File: src/rtl/rollover_event_timer.sv
// rollover_event_timer: counts carry-out events from an upstream counter into a
// WIDTH-bit accumulator and emits a one-cycle registered tick each time the
// accumulated count reaches the programmable match value (0 = 2^WIDTH events).
// The timer runs in periodic or one-shot mode; the mode is captured on start.
// Optional build macro ROLLOVER_EDGE_DETECT_EN: when defined, one event is a
// 0->1 transition of carry_in. Otherwise every cycle with carry_in=1 counts.
module rollover_event_timer #(
  parameter int WIDTH = 16
) (
  input  logic             clk,
  input  logic             rst,
  input  logic             carry_in,
  input  logic             start,
  input  logic             stop,
  input  logic             oneshot,
  input  logic [WIDTH-1:0] match,
  output logic [WIDTH-1:0] count,
  output logic             tick,
  output logic             busy,
  output logic             done
);

  typedef enum logic [1:0] {S_IDLE = 2'd0, S_RUN = 2'd1, S_DONE = 2'd2} state_t;

  state_t           state_q, state_d;
  logic [WIDTH-1:0] count_q, count_d;
  logic [WIDTH-1:0] term;
  logic             tick_q, tick_d;
  logic             busy_q, done_q;
  logic             oneshot_q, oneshot_d;
  logic             evt;
  logic             hit;

`ifdef ROLLOVER_EDGE_DETECT_EN
  logic carry_prev_q;

  // History flop for the rising-edge detector; clears so a level held since reset counts once
  always_ff @(posedge clk) begin
    if (rst) carry_prev_q <= 1'b0;
    else     carry_prev_q <= carry_in;
  end

  assign evt = carry_in & ~carry_prev_q;
`else
  assign evt = carry_in;
`endif

  // match-1 wraps naturally, so match=0 compares against all-ones
  assign term = match - WIDTH'(1);
  assign hit  = evt && (count_q == term);

  // State register plus registered outputs and latched mode
  always_ff @(posedge clk) begin
    if (rst) begin
      state_q   <= S_IDLE;
      count_q   <= '0;
      tick_q    <= 1'b0;
      busy_q    <= 1'b0;
      done_q    <= 1'b0;
      oneshot_q <= 1'b0;
    end else begin
      state_q   <= state_d;
      count_q   <= count_d;
      tick_q    <= tick_d;
      busy_q    <= (state_d == S_RUN);
      done_q    <= (state_d == S_DONE);
      oneshot_q <= oneshot_d;
    end
  end

  // Next-state: stop beats start, start beats a carry event
  always_comb begin
    state_d = state_q;
    case (state_q)
      S_IDLE: if (!stop && start) state_d = S_RUN;
      S_RUN: begin
        if (stop)                      state_d = S_IDLE;
        else if (start)                state_d = S_RUN;
        else if (hit && oneshot_q)     state_d = S_DONE;
      end
      S_DONE: begin
        if (stop)       state_d = S_IDLE;
        else if (start) state_d = S_RUN;
      end
      default: state_d = S_IDLE;
    endcase
  end

  // Datapath: accumulator, tick and mode latch per state
  always_comb begin
    count_d   = count_q;
    tick_d    = 1'b0;
    oneshot_d = oneshot_q;
    case (state_q)
      S_IDLE: begin
        if (!stop && start) begin
          count_d   = '0;
          oneshot_d = oneshot;
        end
      end
      S_RUN: begin
        if (stop) begin
          count_d = count_q;
        end else if (start) begin
          count_d   = '0;
          oneshot_d = oneshot;
        end else if (hit) begin
          count_d = '0;
          tick_d  = 1'b1;
        end else if (evt) begin
          count_d = count_q + WIDTH'(1);
        end
      end
      S_DONE: begin
        count_d = '0;
        if (!stop && start) oneshot_d = oneshot;
      end
      default: count_d = '0;
    endcase
  end

  assign count = count_q;
  assign tick  = tick_q;
  assign busy  = busy_q;
  assign done  = done_q;

endmodule
File: config.mk
export PLATFORM = sky130hd
export DESIGN_NAME = rollover_event_timer
export DESIGN_NICKNAME = d
export VERILOG_FILES = /design/src/rtl/rollover_event_timer.sv
export SDC_FILE = /design/constraint.sdc
export NUM_CORES = 1
export LEC_CHECK = 0
export CAP_MARGIN = 15
export CELL_PAD_IN_SITES_DETAIL_PLACEMENT = 0
export CELL_PAD_IN_SITES_GLOBAL_PLACEMENT = 2
export CORE_UTILIZATION = 30
export CTS_CLUSTER_DIAMETER = 30
export DETAILED_ROUTE_END_ITERATION = 6
export PLACE_DENSITY_LB_ADDON = 0.3
export RECOVER_POWER = 25
export SLEW_MARGIN = 15
export SYNTH_ARGS = -nofsm -noshare
export SYNTH_HDL_FRONTEND = slang
export SYNTH_SLANG_ARGS = --single-unit
File: constraint.sdc
create_clock -name clk -period 8.2 [get_ports clk]
set_input_delay 1.64 -clock clk [delete_from_list [all_inputs] [get_ports clk]]
set_output_delay 1.64 -clock clk [all_outputs]
set_load 0.02 [all_outputs]
==> flow_summary_export.csv, run 1 <==
group,metric,value,unit
hold_path,hold_path_class,"reg -> reg",
final_layout,fin_util,41.3,%
sta,hold_viol,0,
worst_setup_path,timing.rr.start,"count[15]",
worst_setup_path,cp-start-kind,"input pin",
synth,synth_simple_gate_area_share,32.8,%
worst_setup_path,critical-path-slowest-cell,"nor4_4",
power,ir_worst_vdd,0.0931,mV
synth,synth_top_family_by_area,"simple AND/OR/NAND/NOR gates",
power,swShare,24.7,%
sta,fmax,213,MHz
cts,post-cts-setup-buffers,0,
placed_design,gp_congestion,0.779,
power,p_int,0.000169,W
synth,synth_warnings,0,
worst_setup_path,path_delay_family,"simple AND/OR/NAND/NOR gates",
synth,synth_enable_flop_cells,0,
grt,grt_max_degree,14,
final_layout,synthToLayoutAreaGrowth,30.5,%
final_layout,drive_gt1_share,5.60,%
worst_setup_path,end_kind,"flip-flop",
placed_design,dp_hpwl,3500,um
cts,htreeDepth,1,
final_layout,antenna_cells,0,
synth,synthAdderAreaFrac,1.53,%
synth,synth.net_count,221,
run_status,status,"completed",
synth,synth_cells,197,
power,p_clk_share,34.3,%
synth,netlist_area,1640,um^2
power,seqPwrFrac,48.3,%
cts,cts_tree,"done",
power,power_leakage,0.751,nW
route,drt-total-wl,4500,um
grt,overflow,0,
floorplanning,ios,41,
cts,max-clock-path-buffers,2,
synth,yosys.cell_types.count,51,
route,drt_iter0_drc,49,
cts,clk_root_buffer_cell,"clkbuf_8",
floorplanning,dieArea,5760,um^2
worst_setup_path,r2r_cells,6,
synth,ys_seq_area_share,26.9,%
worst_setup_path,path_cells,"clkdlybuf4s50_1 > inv_1 > ha_1 > nor3b_1 > a41oi_1 > a2111oi_0 > nand3_1 > nor4_4 > nor3_1",
synth,synthArstFlopShare,0,%
sta,max_slew_margin,38.3,%
floorplanning,core,5170,um^2
worst_setup_path,critPathBufInv,2,
floorplanning,start_util,31.7,%
grt,grt_pass1_wl,7180,um
sta,fin_skew,0.00397,ns
worst_setup_path,rrSetupSlack,5.55,ns
sta,setup_tns,0,ns
final_layout,nets,257,
grt,grt_usage,16.3,%
worst_setup_path,crit_cells,9,
power,p_per_area,105,nW/um^2
route,antenna_left,0,
route,drc,0,
grt,grt_pass1_vias,1495,
cts,cts-buffers-inserted,3,
worst_setup_path,critPathKind,"in -> reg",
sta,finalCritPeriodShare,57.1,%
cts,cts.sinks,22,
grt,grt_antenna_before_repair,0,
route,wl_per_cell,14.9,um
sta,rsz0062_at_grt,"false",
sta,worst_pin_slew,0.922,ns
synth,synth-compound-area-share,17.9,%
cts,cts_resized,0,
worst_setup_path,startpoint,"match[0]",
worst_setup_path,r2r-end,"count[14]",
floorplanning,die_y,75.9,um
cts,path_clk_slew,0.08,ns
worst_setup_path,critPathRequiredTime,8.31,ns
route,vias_per_cell,5.27,
synth,synth_seq_cells,22,
synth,syn_area_per_cell,8.31,um^2
cts,cts_hold_buf,0,
cts,clk_latency,0.26,ns
worst_setup_path,crit_end,"count[14]",
power,pwr-share-comb,17.4,%
worst_setup_path,crit_arrival,4.79,ns
worst_setup_path,cpPeakStageDelay,0.69,ns
route,vias,1593,
route,first_pass_iters,4,
floorplanning,rows,26,
sta,setup_violations,0,
placed_design,port_buffers,40,
sta,finalWorstPathRequiredPeriod,4.68,ns
synth,synth_ff_type,"dfxtp_1",
worst_setup_path,cp_max_fo,13,
job,cap_violations,0,
floorplanning,die_w,75.9,um
power,power_switching,0.0000554,W
synth,synth_xor_area_share,16.0,%
sta,drv_slew,0,
synth,synthMuxAreaShare,1.22,%
synthesized netlist by cell type, types with 5 or more instances:
| master | n | area (um^2) |
|---|---|---|
| dfxtp_1 | 22 | 440 |
| nor3_1 | 19 | 95.1 |
| xor2_1 | 16 | 140 |
| xnor2_1 | 14 | 123 |
| nor2_1 | 11 | 41.3 |
| nand2_1 | 9 | 33.8 |
| nand3_1 | 9 | 45.0 |
| and3_1 | 7 | 43.8 |
| nand4_1 | 7 | 43.8 |
| clkbuf_1 | 5 | 18.8 |
| nor2b_1 | 5 | 31.3 |
| o21ai_0 | 5 | 25.0 |
how the worst min path moves through the flow:
| stage | end | depth (start not counted) | slack [ns] | startpoint |
|---|---|---|---|---|
| final | busy | 1 | 0.49 | oneshot_q |
| after CTS | busy | 1 | 0.50 | oneshot_q |
| after floorplan | busy | 1 | 0.45 | oneshot_q |
| after global placement | state_q[0] | 1 | 0.48 | oneshot_q |
| after detailed placement | busy | 1 | 0.49 | oneshot_q |
| after global routing | state_q[0] | 1 | 0.52 | oneshot_q |
stage by stage:
step	hold WS, ns	instance area, um^2	total power, W	worst slack (ns)	std cells
detailed placement	0.486	2080	0.000150	3.20	298
global placement	0.480	2080	0.000150	3.31	298
global route	0.520	2140	0.000236	3.02	302
CTS	0.500	2140	0.000229	3.47	302
floorplan	0.447	1640	0.000131	4.25	197
finish	0.494	2140	0.000224	3.52	302
cell type report:
| class | instances | area, um^2 |
|---|---|---|
| Fill cell | 520 | 3040 |
| Sequential cell | 22 | 440 |
| Inverter | 4 | 15.0 |
| Clock buffer | 4 | 55.1 |
| Tap cell | 70 | 87.6 |
| Timing Repair Buffer | 40 | 400 |
| Multi-Input combinational cell | 162 | 1140 |
worst register-to-register path: cells and delay by family (launching register included):
family	cells	cell delay (ns)
XOR/XNOR	1	0.13
AND/OR/NAND/NOR	3	1.39
flip-flops	1	0.40
AO/OA/AOI/OAI	2	0.58
power groups by stage:
stage	Clock [W]	Combinational (W)	Sequential, W
final	0.0000769	0.0000389	0.000108
after global routing	0.0000850	0.0000427	0.000108
after CTS	0.0000816	0.0000394	0.000108
after detailed placement	0	0.0000392	0.000111
after global placement	0	0.0000394	0.000111
after floorplan	0	0.0000203	0.000111
kinds of logic (layout without fill, tap and decap cells):
family          count (synthesis)  count (layout)
xor+xnor                       30              30
flops                          22              22
fa+ha+maj                       2               2
mux                             2               2
simple gates                   92              92
compound gates                 36              36
buf+inv                        13              48
metal layers:
| metal | track usage, % | share of wire [%] | vias to the layer above |
|---|---|---|---|
| met1 | 23.5 | 50 | 754 |
| li1 | - | - | 814 |
| met2 | 25.3 | 45 | 23 |
| met4 | 5.76 | 0.78 | 0 |
| met5 | 0 | 0 | - |
| met3 | 1.46 | 3.3 | 2 |
sequential cells by signal, summed over array words and instances, names as in the netlist:
register	flops
done	1
count	16
oneshot_q	1
state_q	2
busy	1
tick	1
cell usage in the layout, fill, tap and decap left out, types with 2 or more instances in the layout:
cell type,Yosys,final
a21oi_1,3,3
a22o_1,2,2
a311oi_1,2,2
a31oi_1,4,4
and3_1,7,7
and4_1,3,3
clkbuf_8,0,4
clkdlybuf4s50_1,0,30
dfxtp_1,22,22
dlygate4sd3_1,0,10
ha_1,2,2
inv_1,4,4
mux2i_1,2,2
nand2_1,9,9
nand2b_1,2,2
nand3_1,9,9
nand4_1,7,7
nor2_1,11,11
nor2b_1,5,5
nor3_1,19,19
nor3b_1,3,3
nor4_1,4,4
o21ai_0,5,5
o21ai_1,2,2
o21bai_1,2,2
o41ai_1,2,2
or3_1,3,3
or4_1,4,4
xnor2_1,14,14
xor2_1,16,16
(Power assumes the default switching activity.)
==> run 2, diff against run 1 <==
CORE_UTILIZATION = 26   (was 30)
clock period = 3.97 ns   (was 8.2 ns; I/O delays follow)
==> run 2 against run 1 <==
  * Clock skew decreased by 0.0018 ns
  * Critical endpoint is now count[4]
  * Sequential power grew 110%
  * Flip-flop and latch count stayed put
  * Sequential share of layout area decreased by 0.93 points
  * Final cell count rose by 5.3%
  * Highest routed layer unchanged
  * Critical path type unchanged
  * Largest cell class unchanged
==> flow_summary_export.csv, run 2 (same netlist as run 1, synthesis figures left out) <==
group,metric,value,unit
worst_setup_path,timing.rr.start,"count[15]",
sta,finalWorstPathRequiredPeriod,3.43,ns
sta,fin_skew,0.00213,ns
final_layout,drive_gt1_share,9.88,%
cts,clk_root_buffer_cell,"clkbuf_8",
sta,hold_viol,0,
grt,overflow,0,
worst_setup_path,cp-start-kind,"input pin",
route,wl_per_cell,14.4,um
route,drc,0,
cts,cts_tree,"done",
cts,cts_hold_buf,0,
worst_setup_path,rrSetupSlack,1.63,ns
sta,drv_slew,0,
job,cap_violations,0,
final_layout,finalInstanceArea,2240,um^2
grt,grt_antenna_before_repair,0,
sta,worst_pin_slew,0.803,ns
route,drt_iter0_drc,56,
floorplanning,die_y,81.4,um
cts,cts-buffers-inserted,3,
run_status,status,"completed",
final_layout,fin_util,37.4,%
final_layout,mostFrequentLayoutCells,"30 x clkdlybuf4s50_1, 22 x dfxtp_1, 19 x nor3_1, 16 x xor2_1, 14 x xnor2_1",
grt,grt_max_degree,14,
route,antenna_left,0,
worst_setup_path,critPathRequiredTime,4.13,ns
route,vias_per_cell,5.20,
sta,rsz0062_at_grt,"false",
route,drt-total-wl,4590,um
sta,max_slew_margin,46.4,%
floorplanning,core,5990,um^2
final_layout,n_fill_cell,651,
grt,grt_usage,14.8,%
sta,whs,0.496,ns
worst_setup_path,r2r_cells,7,
floorplanning,rows,28,
sta,setup_tns,0,ns
final_layout,final_common_cell,"clkdlybuf4s50_1",
final_layout,antenna_cells,0,
worst_setup_path,critPathKind,"in -> reg",
worst_setup_path,critical-path-slowest-cell,"or4_1",
worst_setup_path,path_cells,"clkdlybuf4s50_1 > buf_4 > or4_1 > or3_4 > o211a_1 > o22ai_2 > nor4_4 > buf_12 > a2111oi_2",
worst_setup_path,cp_max_fo,13,
worst_setup_path,end_kind,"flip-flop",
worst_setup_path,critPathBufInv,3,
power,p_total,0.000470,W
cts,path_clk_slew,0.08,ns
grt,grt_pass1_vias,1625,
cts,htreeDepth,1,
final_layout,seq_area,440,um^2
sta,fmax,292,MHz
placed_design,dp_hpwl,3570,um
worst_setup_path,r2r-end,"count[4]",
hold_path,hold_end,"state_q[0]",
final_layout,multi_input_area,1140,um^2
grt,grt_pass1_wl,7700,um
sta,setup_violations,0,
cts,clk_latency,0.26,ns
route,first_pass_iters,4,
floorplanning,die_w,81.4,um
cts,cts_resized,0,
route,vias,1654,
final_layout,nets,268,
placed_design,port_buffers,40,
power,p_per_area,210,nW/um^2
cts,post-cts-setup-buffers,0,
final_layout,largest_reg_flops,16,
hold_path,holdPathStages,1,
power,power_leakage,0.809,nW
cts,max-clock-path-buffers,2,
cts,cts.sinks,22,
worst_setup_path,crit_arrival,3.59,ns
sta,finalCritPeriodShare,86.4,%
floorplanning,start_util,27.3,%
placed_design,gp_congestion,0.764,
placed_design,place_area,2180,um^2
worst_setup_path,cpPeakStageDelay,0.64,ns
final_layout,synthToLayoutAreaGrowth,36.7,%
hold_path,hold_path_class,"reg -> reg",
worst_setup_path,path_delay_family,"simple AND/OR/NAND/NOR gates",
power,ir_worst_vdd,0.114,mV
floorplanning,dieArea,6620,um^2
floorplanning,ios,41,
hold_path,worstHoldStart,"oneshot_q",
-- run 2: layer usage --
layer | up-vias | part of all wire [%] | track usage, %
li1 | 836 | - | -
met1 | 792 | 51 | 21.4
met2 | 24 | 45 | 23.3
met3 | 2 | 3.2 | 1.46
met4 | 0 | 0.46 | 2.86
met5 | - | 0 | 0
-- run 2: worst max path at each step --
stage / from / endpoint / slack [ns] / depth (start not counted)
6_report: match[0] / count[4] / 0.54 / 9
4_1_cts: match[0] / count[4] / 0.53 / 9
5_1_grt: match[1] / count[4] / 0.29 / 11
3_3_place_gp: match[0] / count[4] / 0.32 / 9
3_5_place_dp: match[0] / count[4] / 0.28 / 9
2_1_floorplan: match[0] / count[10] / 0.87 / 10
-- run 2: stage by stage --
step / setup WS (ns) / std cells
after floorplan: 0.867 / 197
after global placement: 0.324 / 314
after detailed placement: 0.282 / 314
after CTS: 0.531 / 318
after global routing: 0.291 / 318
final: 0.540 / 318
-- run 2: final cells by class --
cell class                 count  share of cell area, %
tap                           75                   4.19
multi-input combinational    162                   50.9
timing repair buffer          51                   22.1
clock buffer                   4                   2.46
inverter                       4                  0.671
sequential                    22                   19.7
-- run 2: worst register-to-register path, stage by stage (launching register included) --
cell and delay [ns]:
dfxtp_1 0.39, xnor2_1 0.13, or4_1 0.53, a2111oi_4 0.38, o22ai_2 0.19, nor4_4 0.34
buf_12 0.18, a2111oi_2 0.05
-- run 2: report_power, final --
part	internal [W]	switching, W	leakage (nW)
combinational	0.0000428	0.0000437	0.603
clock	0.0000882	0.0000715	0.0288
sequential	0.000222	0.00000171	0.178
total	0.000353	0.000117	0.809
==> RTL edit, RTL diff (settings of run 2) <==
The output `done` loses its register stage (`done_q` becomes a continuous assignment).
--- a/src/rtl/rollover_event_timer.sv
+++ b/src/rtl/rollover_event_timer.sv
@@ -57,5 +57,4 @@
       tick_q    <= 1'b0;
       busy_q    <= 1'b0;
-      done_q    <= 1'b0;
       oneshot_q <= 1'b0;
     end else begin
@@ -64,8 +63,9 @@
       tick_q    <= tick_d;
       busy_q    <= (state_d == S_RUN);
-      done_q    <= (state_d == S_DONE);
       oneshot_q <= oneshot_d;
     end
   end
+
+  assign done_q = (state_d == S_DONE);
 
   // Next-state: stop beats start, start beats a carry event
Formal check against the unedited RTL: not equivalent (a bounded check fails within 4 cycles, from zero or initial values and one cycle with rst high).
==> RTL edit against run 2 <==
The run now ends with setup timing left. Wire length grew 20%. Sequential cell count shrank 1. Worst hold slack lost 11 ps. Area after synthesis grew 0.69%. Count of clock-buffer cells in the layout shrank 1. Final area grew 18%. Power grew 3.0%. Setup slack lost 710 ps. Critical path type is now in2out. Largest cell class unchanged.
==> RTL edit: results (changes against run 2) <==
status finished, violations left; violated checks setup timing; cell depth of the worst hold path 2 (+1); antenna violations before repair 0 (unchanged); first-pass GRT wire length 8687 um (+13%); layout cells sized above 1 0.2595 (+0.1608); hold path startpoint oneshot_q; setup slack of the most critical reg-to-reg path 1250 ps (-380 ps); Synth Net Count 236 (+6.8%); Total Wirelength 5508 um (+20%); length of the first detailed-routing pass in iterations 4 (unchanged); data arrival at the endpoint of the critical path 3340 ps (-250 ps); setup violation total in the final timing report 1 (+1); vias 1,835 (+11%); CTS clk-pin slew, worst paths 90 ps; flip-flop count of the largest register after layout 16 (unchanged); total clock buffers created by CTS 3 (unchanged); sum of net half-perimeters after detailed placement 4209 um (+18%); Worst-Skew Late Latency 270 ps; yosys synthesis warning count 0 (unchanged); setup slack at placement -1403 ps (-1685 ps); fin worst setup slack -168.5 ps (-708.2 ps); leak pwr 0.9611 nW (+19%); top cells by area, synth dfxtp_1 25%, xnor2_1 8.0%, nor3_1 6.1%; hold path endpoint oneshot_q; CTS root buf clkbuf_8; maximum clock insertion buffer count 2 (unchanged); final antenna-violating net count 0 (unchanged); slowest library cell on the worst path or4b_4; most frequent cells after synthesis 21 x dfxtp_1, 20 x nor3_1, 15 x nor2_1, 15 x xnor2_1, 14 x nand2_1; violation count after the first detailed-routing iteration 68 (+21%); combined global-route utilization of all metal layers 0.1720 (+0.02447); Reg-to-Reg End count[8]; Clock Skews 7.961 ps (+5.830 ps); prevailing post-synth register cell dfxtp_1; number of distinct library cell variants in the gate-level netlist after synthesis 50 (-2.0%); Slew Limit Headroom 0.4328 (-0.03074); share of synthesized area occupied by flip-flops and latches 0.2549 (-0.01398); delay contributed by the slowest stage of the critical path 570 ps (-70 ps); number of nets in the layout 314 (+17%); Reg2Reg Launch Point count[12]; growth of design area from synthesis to finish 59.86%; pin count of the biggest net entering global routing 22 (+8); top fanout value on the critical path 4 (-9); peak ir drop on the vdd network 0.0001548 V (+35%); post-placement cell area 2467 um2 (+13%); Hold/Removal Path Class reg2reg; antenna cell count 0 (unchanged); count of buffers inserted at the top-level ports 40 (unchanged); final hold viol count 0 (unchanged); depth of the worst register-to-register path 10 (+3); placer's final routability congestion estimate 0.8098 (+5.9%); fraction of synthesis flops using an asynchronous set or reset pin 0 (unchanged); Fillers 636 (-2.3%); number of H-tree levels 1 (unchanged)
RTL edit: cell types whose count changed in the layout (fill, tap and decap cells not counted), sizes merged, moves of 3 or more:
cell	delta
buf	+35
clkdlybuf4s50	-11
a21oi	+6
nand2	+5
nor4b	+5
xor2	-5
dlygate4sd2	+4
nor2	+4
and4	-3
nand3	+3
or3	+3
or4	-3
or4b	+3
RTL edit: per-layer routing:
metal | global-route usage | wire [um] | vias up
met2 | 0.2950 | 2632 | 33
met1 | 0.2251 | 2629 | 856
met3 | 0.02778 | 174 | 6
li1 | - | - | 940
met4 | 0.03684 | 72 | 0
met5 | 0 | 0 | -
RTL edit: where the power goes:
group	internal [W]	switching, W	total [W]
logic	0.0000600	0.0000567	0.000117
registers	0.000212	0.00000118	0.000213
clock network	0.0000712	0.0000830	0.000154
total	0.000343	0.000141	0.000484
RTL edit: layout make-up:
type                            instances  share of cell area
Sequential cell                        21              0.1595
Clock buffer                            3             0.01566
Clock inverter                          1            0.002848
Multi-Input combinational cell        176              0.4926
Tap cell                               75             0.03560
Inverter                                6             0.01519
Timing Repair Buffer                   82              0.2786
RTL edit: worst max-delay path by stage:
| stage | startpoint | endpoint | slack, ps |
|---|---|---|---|
| after floorplan | match[1] | done | -190 |
| after global placement | match[1] | done | -1350 |
| after detailed placement | match[1] | done | -1400 |
| after CTS | match[0] | done | -170 |
| after global routing | match[1] | done | -250 |
| final | match[1] | done | -170 |
RTL edit: timing repair:
action	in CTS	in global routing
endpoints found under the setup margin	11	1
gates resized for setup	47	7
setup buffers	2	0
pin swaps	7	5
RTL edit: kinds of logic after synthesis:
group	synth area share
buffers and inverters	0.03945
and+or+nand+nor	0.3718
muxes	0.006070
adders and majority gates	0.01517
DFF	0.2549
AOI/OAI and AO/OA	0.1609
xor gates and xnor gates	0.1517
RTL edit: stage by stage:
stage               hold WS, ps  instances  setup TNS [ps]
floorplan                 443.8        212          -190.2
global placement          465.4        358           -5510
detailed placement        473.2        358           -6625
CTS                       487.1        364          -173.7
global route              522.7        364          -254.0
finish                    485.0        364          -168.5
RTL edit: critical path, delay by kind of cell:
kind	cells	cell delay [ps]
simple gates	3	1170
fa+ha+maj	1	110
buf+inv	3	290
compound gates	4	990
